File: src/rtl/reg_file_pkg.sv
// Shared types and default sizing for the scoreboarded register file.
// Holds the clear-sequencer state encoding and the default widths.
package reg_file_pkg;

  localparam int DEF_DATA_W = 16;
  localparam int DEF_ADDR_W = 3;

  typedef enum logic [0:0] {
    IDLE  = 1'b0,
    CLEAR = 1'b1
  } rf_state_e;

  // True when an address refers to the hardwired zero entry.
  function automatic logic is_zero_entry(input logic zero_reg_en, input logic addr_is_zero);
    return zero_reg_en && addr_is_zero;
  endfunction

endpackage

File: src/rtl/rf_scoreboard.sv
// Pending-bit array: tracks which entries have an outstanding reservation.
// Writes clear a bit, accepted reserves set it, and the clear sweep zeroes one bit per cycle.
module rf_scoreboard #(
  parameter int ADDR_W   = 3,
  parameter int ZERO_REG = 1
) (
  input  logic              clk,
  input  logic              rst,
  input  logic              busy_i,
  input  logic [ADDR_W-1:0] clr_idx_i,
  input  logic              wr_i,
  input  logic [ADDR_W-1:0] wr_addr_i,
  input  logic              rsv_i,
  input  logic [ADDR_W-1:0] rsv_addr_i,
  input  logic [ADDR_W-1:0] rd_addr1_i,
  input  logic [ADDR_W-1:0] rd_addr2_i,
  output logic              pend1_o,
  output logic              pend2_o,
  output logic              rsv_ok_o
);

  localparam int DEPTH = 1 << ADDR_W;
  localparam bit ZR    = (ZERO_REG != 0);

  logic [DEPTH-1:0] pend_q;
  logic [DEPTH-1:0] pend_d;

  assign pend1_o = pend_q[rd_addr1_i];
  assign pend2_o = pend_q[rd_addr2_i];

  // A write landing on the entry this cycle frees it for a new reservation.
  assign rsv_ok_o = !busy_i && (!pend_q[rsv_addr_i] || (wr_i && (wr_addr_i == rsv_addr_i)));

  // Per-entry next state: set wins over a same-cycle write; entry 0 may be hardwired clear.
  always_comb begin
    pend_d = pend_q;
    for (int i = 0; i < DEPTH; i++) begin
      pend_d[i] = !(ZR && (i == 0))
                  && !(busy_i && (clr_idx_i == ADDR_W'(i)))
                  && ((!busy_i && rsv_i && rsv_ok_o && (rsv_addr_i == ADDR_W'(i)))
                      || (pend_q[i] && !(!busy_i && wr_i && (wr_addr_i == ADDR_W'(i)))));
    end
  end

  // Pending-bit storage.
  always_ff @(posedge clk or posedge rst) begin
    if (rst) begin
      pend_q <= {DEPTH{1'b0}};
    end else begin
      pend_q <= pend_d;
    end
  end

endmodule

File: src/rtl/reg_file_sb.sv
// Two-read / one-write register file with reservation scoreboard, write bypass
// and a one-entry-per-cycle clear sequencer.
module reg_file_sb
  import reg_file_pkg::*;
#(
  parameter int DATA_W   = DEF_DATA_W,
  parameter int ADDR_W   = DEF_ADDR_W,
  parameter int ZERO_REG = 1,
  parameter int BYPASS   = 1
) (
  input  logic              clk,
  input  logic              rst,
  input  logic              wr,
  input  logic [ADDR_W-1:0] wrAddr,
  input  logic [DATA_W-1:0] wrData,
  input  logic [ADDR_W-1:0] rdAddrR1,
  input  logic [ADDR_W-1:0] rdAddrR2,
  output logic [DATA_W-1:0] rdDataR1,
  output logic [DATA_W-1:0] rdDataR2,
  output logic              rdPendR1,
  output logic              rdPendR2,
  input  logic              rsv,
  input  logic [ADDR_W-1:0] rsvAddr,
  output logic              rsvOk,
  input  logic              clr,
  output logic              busy
);

  localparam int                DEPTH     = 1 << ADDR_W;
  localparam bit                ZR        = (ZERO_REG != 0);
  localparam bit                BP        = (BYPASS != 0);
  localparam logic [ADDR_W-1:0] LAST_IDX  = {ADDR_W{1'b1}};
  localparam logic [ADDR_W-1:0] ZERO_ADDR = {ADDR_W{1'b0}};

  rf_state_e         state_q;
  logic              busy_q;
  logic [ADDR_W-1:0] idx_q;
  logic [DATA_W-1:0] mem_q [DEPTH];

  logic wr_en_s;
  logic byp1_s;
  logic byp2_s;
  logic pend1_s;
  logic pend2_s;

  assign busy    = busy_q;
  assign wr_en_s = wr && !busy_q && !is_zero_entry(ZR, wrAddr == ZERO_ADDR);
  assign byp1_s  = BP && wr_en_s && (wrAddr == rdAddrR1);
  assign byp2_s  = BP && wr_en_s && (wrAddr == rdAddrR2);

  // Read ports: forwarded write data first, then hardwired zero, then storage.
  assign rdDataR1 = byp1_s ? wrData
                  : (is_zero_entry(ZR, rdAddrR1 == ZERO_ADDR) ? {DATA_W{1'b0}} : mem_q[rdAddrR1]);
  assign rdDataR2 = byp2_s ? wrData
                  : (is_zero_entry(ZR, rdAddrR2 == ZERO_ADDR) ? {DATA_W{1'b0}} : mem_q[rdAddrR2]);
  assign rdPendR1 = byp1_s ? 1'b0 : pend1_s;
  assign rdPendR2 = byp2_s ? 1'b0 : pend2_s;

  rf_scoreboard #(
    .ADDR_W  (ADDR_W),
    .ZERO_REG(ZERO_REG)
  ) u_scoreboard (
    .clk       (clk),
    .rst       (rst),
    .busy_i    (busy_q),
    .clr_idx_i (idx_q),
    .wr_i      (wr),
    .wr_addr_i (wrAddr),
    .rsv_i     (rsv),
    .rsv_addr_i(rsvAddr),
    .rd_addr1_i(rdAddrR1),
    .rd_addr2_i(rdAddrR2),
    .pend1_o   (pend1_s),
    .pend2_o   (pend2_s),
    .rsv_ok_o  (rsvOk)
  );

  // Clear sequencer; busy is registered alongside the state it mirrors.
  always_ff @(posedge clk or posedge rst) begin
    if (rst) begin
      state_q <= IDLE;
      busy_q  <= 1'b0;
      idx_q   <= ZERO_ADDR;
    end else begin
      case (state_q)
        IDLE: begin
          if (clr) begin
            state_q <= CLEAR;
            busy_q  <= 1'b1;
            idx_q   <= ZERO_ADDR;
          end
        end
        CLEAR: begin
          idx_q <= idx_q + {{(ADDR_W-1){1'b0}}, 1'b1};
          if (idx_q == LAST_IDX) begin
            state_q <= IDLE;
            busy_q  <= 1'b0;
          end
        end
        default: begin
          state_q <= IDLE;
          busy_q  <= 1'b0;
          idx_q   <= ZERO_ADDR;
        end
      endcase
    end
  end

  // Data storage: sweep zeroing while busy, otherwise the accepted write.
  always_ff @(posedge clk or posedge rst) begin
    if (rst) begin
      for (int i = 0; i < DEPTH; i++) begin
        mem_q[i] <= {DATA_W{1'b0}};
      end
    end else if (busy_q) begin
      mem_q[idx_q] <= {DATA_W{1'b0}};
    end else if (wr_en_s) begin
      mem_q[wrAddr] <= wrData;
    end
  end

endmodule

File: config.mk
export PLATFORM = sky130hd
export DESIGN_NAME = reg_file_sb
export DESIGN_NICKNAME = d
export VERILOG_FILES = /design/src/rtl/reg_file_pkg.sv /design/src/rtl/rf_scoreboard.sv /design/src/rtl/reg_file_sb.sv
export SDC_FILE = /design/constraint.sdc
export NUM_CORES = 1
export LEC_CHECK = 0
export CAP_MARGIN = 20
export CELL_PAD_IN_SITES_DETAIL_PLACEMENT = 1
export CELL_PAD_IN_SITES_GLOBAL_PLACEMENT = 1
export CORE_AREA = 2 2 136 138
export DETAILED_ROUTE_END_ITERATION = 16
export DIE_AREA = 0 0 138 140
export PLACE_DENSITY_LB_ADDON = 0.1
export SYNTH_ARGS = -nofsm -noshare
export SYNTH_HDL_FRONTEND = slang
export SYNTH_SLANG_ARGS = --single-unit
File: constraint.sdc
create_clock -name clk -period 12.3 [get_ports clk]
set_clock_uncertainty 0.2 [all_clocks]
set_input_delay 3.69 -clock clk [delete_from_list [all_inputs] [get_ports clk]]
set_output_delay 3.69 -clock clk [all_outputs]
set_load 0.005 [all_outputs]
* Word level (Yosys, flattened, before mapping)
Cells that the tools add are included.
Storage, ports and cells: flip-flop bits (word level) 140, input port bits 33, output and inout port bits 36, word-level logic and storage cells 163
Cells by class: add/subtract/negate cells 1, order comparisons 9, eq/ne operators 26, multiplexer cells 33, bitwise gates (word level) 7, reductions and logical operators 75
Operators with widths (number):
- 128-bit two-way mux | 2
- 16-bit two-way mux | 10
- 128-bit bitwise AND | 1
- 128-bit bitwise mux | 1
- 128-bit inverter | 1
- 16-bit binary-select mux with 3-bit select | 2
- 16-bit demux with 3-bit select | 2
- 1-bit logical AND | 45
- 3-bit equality test (second input constant) | 12
- 3-bit by 2-bit equality test with 1-bit output (second input constant) | 6
- 1-bit logical NOT | 17
- 4-bit >= comparator (second input constant) | 4
- 3-bit inverter with 4-bit output | 4
- 3-bit by 4-bit < comparator with 1-bit output (second input constant) | 3
- 1-bit binary-select mux with 3-bit select | 3
- 3-bit by 1-bit equality test with 1-bit output (second input constant) | 3
- 3-bit equality test | 3
- 3-bit logical NOT | 3
- 1-bit two-way mux | 9
- 1-bit logical OR | 8
- 4-bit by 1-bit < comparator with 1-bit output (second input constant) | 2
- 3-bit case mux with 2 select lines | 1
- 1-bit case mux with 2 select lines | 2
- 3-bit by 1-bit adder with 3-bit output (second input constant) | 1
- 6 further kinds | 6

* Longest topological paths before layout
depth after elaboration 9, gate-level depth with buffers 7

* Modules after synthesis
A second synthesis with hierarchy kept.
Second synthesis, totals: cells, all modules 587, area, all modules 8227.9 um2
Modules (own cells, without submodules):
- reg_file_sb | instances 1, cells each 508, area an instance 7509.7 um2, sequential area each 3328.2 um2
- rf_scoreboard | instances 1, cells each 79, area an instance 718.2 um2, sequential area each 175.2 um2

* Worst setup path after synthesis
OpenSTA, ideal clock, no wires.
kind in2out, from in rdAddrR1[0], to out rdDataR1[5], arrival time 4992 ps, required time 8410 ps, slack 3418 ps, stages on the path 5, path buffers 2, cell sequence buf_2 > buf_2 > mux4_2 > mux2i_1 > o2bb2ai_1
Between the ends: longest elaborated chain between the ends 6
Ends and longest elaborated chain:
- start: declaration | line reg_file_sb.sv:16 | input logic [ADDR_W-1:0] rdAddrR1,
- 3-bit inverter with 4-bit output (not written as such) | line reg_file_sb.sv:53 | : (is_zero_entry(ZR, rdAddrR1 == ZERO_ADDR) ? {DATA_W{1'b0}} : mem_q[rdAddrR1]);
- 16-bit binary-select mux with 3-bit select | line reg_file_sb.sv:53
- 16-bit two-way mux (not written as such) (2 in a row) | line reg_file_sb.sv:53
- 16-bit two-way mux | line reg_file_sb.sv:53
- 16-bit two-way mux * | line reg_file_sb.sv:52 | assign rdDataR1 = byp1_s ? wrData
- end: declaration | line reg_file_sb.sv:18 | output logic [DATA_W-1:0] rdDataR1,
Every way passes the cells marked *; elsewhere a longest branch is shown, timed or not. The select of a mux whose other input is x is not followed.

* Worst setup path in the final report
from in wrAddr[2], to out rdDataR1[7]
Between the ends: longest elaborated chain between the ends 5
Ends and longest elaborated chain:
- start: declaration | line reg_file_sb.sv:14 | input logic [ADDR_W-1:0] wrAddr,
- 3-bit logical NOT
- 1-bit logical NOT | line reg_file_sb.sv:47 | assign wr_en_s = wr && !busy_q && !is_zero_entry(ZR, wrAddr == ZERO_ADDR);
- 1-bit logical AND | line reg_file_sb.sv:47
- 1-bit logical AND * | line reg_file_sb.sv:48 | assign byp1_s = BP && wr_en_s && (wrAddr == rdAddrR1);
- 16-bit two-way mux * | line reg_file_sb.sv:52
Every way passes the cells marked *; elsewhere a longest branch is shown, timed or not.

==> qor.yml <==
synth_seq_cells: 140
die_y_um: 140
firstDrtPassIters: 5
rows: 49
ant_nets: 0
critical_path.slowest_cell: "clkdlybuf4s50_1"
cp_slowest_stage_delay_ps: 820
syn_avg_cell_area_um2: 13.4
met3_length_mm: 1.36
crit_path_end_kind: "output port"
r2r_setup_slack_ps: 9560
grt_pass1_vias: 6448
port_buffers: 68
worst_ep_required_time_ps: 8410
clk_pin_slew_worst_paths_ps: 60
hp-start: "mem_q[2]$_DFFE_PP0P_"
io_pins: 69
cts_hold_buf: 0
numCtsBuffers: 17
cts.path.max_buffers: 2
wl_met1_mm: 11.0
die_area_mm2: 0.0193
reg2reg_depth: 5
syn_to_final_growth_pct: 18.5
powerDensity_mw_per_mm2: 217
min_period_ps: 10310
top_layer: "met4"
cts_root_buf: "clkbuf_16"
async_flop_share_pct: 100
seq_area_mm2: 0.00350
r2r_start: "busy$_DFFE_PP0P_"
synth_top_area_cell: "dfrtp_1"
cts_sinks: 140
grt_pass1_wl_mm: 39.9
drv_cap: 0
diodes: 0
synth_fp_nets: 630
crit_chain: "clkdlybuf4s50_1 > nor3_1 > or2_2 > o32ai_2 > buf_4 > o2bb2ai_1 > clkdlybuf4s50_1"
holdPathStages: 1
yosys_warnings: 0
synth_cell_types: 48
drv_slew: 0
rsz0062_at_grt: "no"
drive_gt1_share_pct: 22.6
multi_input_area_mm2: 0.00405
synth_area_mm2: 0.00790
cts_tree: "yes"
tightestPinTransition_ps: 1170
stdcell_area_mm2: 0.00935
synth_most_common_cell: "dfrtp_1"
tns_ps: 0
synth-main-ff-cell: "dfrtp_1"
hold_viol: 0
wl_met2_mm: 12.8
p_leak_uw: 0.00404
place_area_mm2: 0.00871
fmax_mhz: 97.0
die_width_um: 138
drcViolationCount: 0
antenna_found_initial: 0
seq_area_frac_synth_pct: 44.4
place_hpwl_mm: 15.1
synth_cells: 591
r2r_end: "mem_q[60]$_DFFE_PP0P_"
insertion_delay_ps: 430
wl_per_cell_um: 29.1
fillers: 1736
yosys-top-cells-area: "dfrtp_1 44%, mux4_2 19%, a22o_1 12%"
worstPathArrival_ps: 6420
min_to: "mem_q[2]$_DFFE_PP0P_"
slew-limit-headroom_pct: 21.9
grt_usage_pct: 27.1
cts_setup_buffers: 0
gr-total-overflow: 0
crit_top_cell: "clkdlybuf4s50_1"
path_max_fanout: 9
setup_viol: 0
start_kind: "primary input"
status: "finished clean"
start_util_pct: 44.4
synth-edff-count: 0
vias_per_cell: 6.76
htree_levels: 4
dr_total_vias: 5940
ir_drop_v: 0.000103
coreArea_mm2: 0.0178
place_congestion: 0.793
netlist.area_leader.share_pct: 44.4
min_path_type: "register to register"
finalCritPeriodShare_pct: 83.8
fin_nets: 677
post_cts_resized: 0
dr.first_iter.drc_count: 445
crit_type: "primary input to output port"
wirelength_mm: 25.6
grt_max_degree: 86
synth_common_cells: "140 x dfrtp_1, 112 x a22o_1, 67 x mux4_2"
==> logic make-up (layout without fill, tap and decap cells) <==
group | count (synthesis) | count (layout) | share of synthesized area, %
AOI/OAI and AO/OA | 170 | 170 | 18.5
xor gates and xnor gates | 9 | 9 | 0.998
adders and majority gates | 6 | 6 | 0.951
buffers and inverters | 75 | 134 | 4.37
DFF | 140 | 140 | 44.4
muxes | 106 | 106 | 24.1
and+or+nand+nor | 85 | 85 | 6.69
==> layer usage <==
layer	vias up	global-route usage (%)
li1	2441	-
met5	-	0
met1	3260	36.8
met2	204	45.4
met3	35	5.13
met4	0	7.04
==> cells in the final DEF, fill, tap and decap left out, types with 3 or more instances in the layout <==
master             n
o2bb2ai_1         32
clkbuf_16         17
clkbuf_8           3
clkinv_2           3
buf_2              4
a2111oi_0          3
ha_1               6
nand3b_1           6
dfrtp_1          140
mux4_2            67
nor2b_1           17
inv_1              8
clkinvlp_4         3
nor2_2             4
nor2_1             6
nand2_1           18
nand3_1           15
xor2_1             3
a21oi_1            7
xnor2_1            6
buf_4             23
mux2i_1           38
clkdlybuf4s50_1   64
a22o_1           112
==> sequential cells by signal, indices dropped and copies added, names as in the netlist <==
signal / flops
mem_q: 128
u_scoreboard.pend_q: 7
idx_q: 3
busy: 1
state_q: 1
==> area by class of cell <==
class / instances / share of cell area [%]
clock buffers: 21 / 5.03
clock inverters: 10 / 1.23
multi-input cells: 376 / 43.3
inverters: 9 / 0.415
well taps: 229 / 3.06
repair buffers: 94 / 9.48
flip-flops and latches: 140 / 37.5
==> worst max-delay path by stage <==
stage / to / depth (start not counted) / from / slack [ps]
global placement: rdDataR2[15] / 6 / wrAddr[2] / 1830
detailed placement: rdDataR2[15] / 6 / wrAddr[0] / 1750
floorplan: rdDataR1[5] / 5 / rdAddrR1[0] / 3420
CTS: rdDataR2[15] / 6 / wrAddr[2] / 1770
finish: rdDataR1[7] / 7 / wrAddr[2] / 1990
global route: rdDataR1[7] / 7 / wrAddr[0] / 1900
==> per-stage QoR <==
stage | power (µW) | cells | utilization [%] | hold WS, ps | setup slack [ps]
after detailed placement | 1510 | 845 | 49.0 | 303 | 1750
after CTS | 2040 | 876 | 52.3 | 322 | 1770
after global placement | 1470 | 845 | 49.0 | 294 | 1830
after floorplan | 1230 | 591 | - | 277 | 3420
after global routing | 2130 | 879 | 52.6 | 330 | 1900
final | 2030 | 879 | 52.6 | 320 | 1990
==> power breakdown <==
part / total, µW / switching [µW] / internal, µW
Sequential: 796 / 158 / 638
Combinational: 718 / 314 / 404
Clock: 514 / 201 / 313
==> worst max-delay path: cells and delay by family <==
kind | cells | cell delay, ps
AO/OA/AOI/OAI | 2 | 650
AND/OR/NAND/NOR | 2 | 440
buffers and inverters | 3 | 1620
No activity file was read; power rests on OpenSTA's default activity.
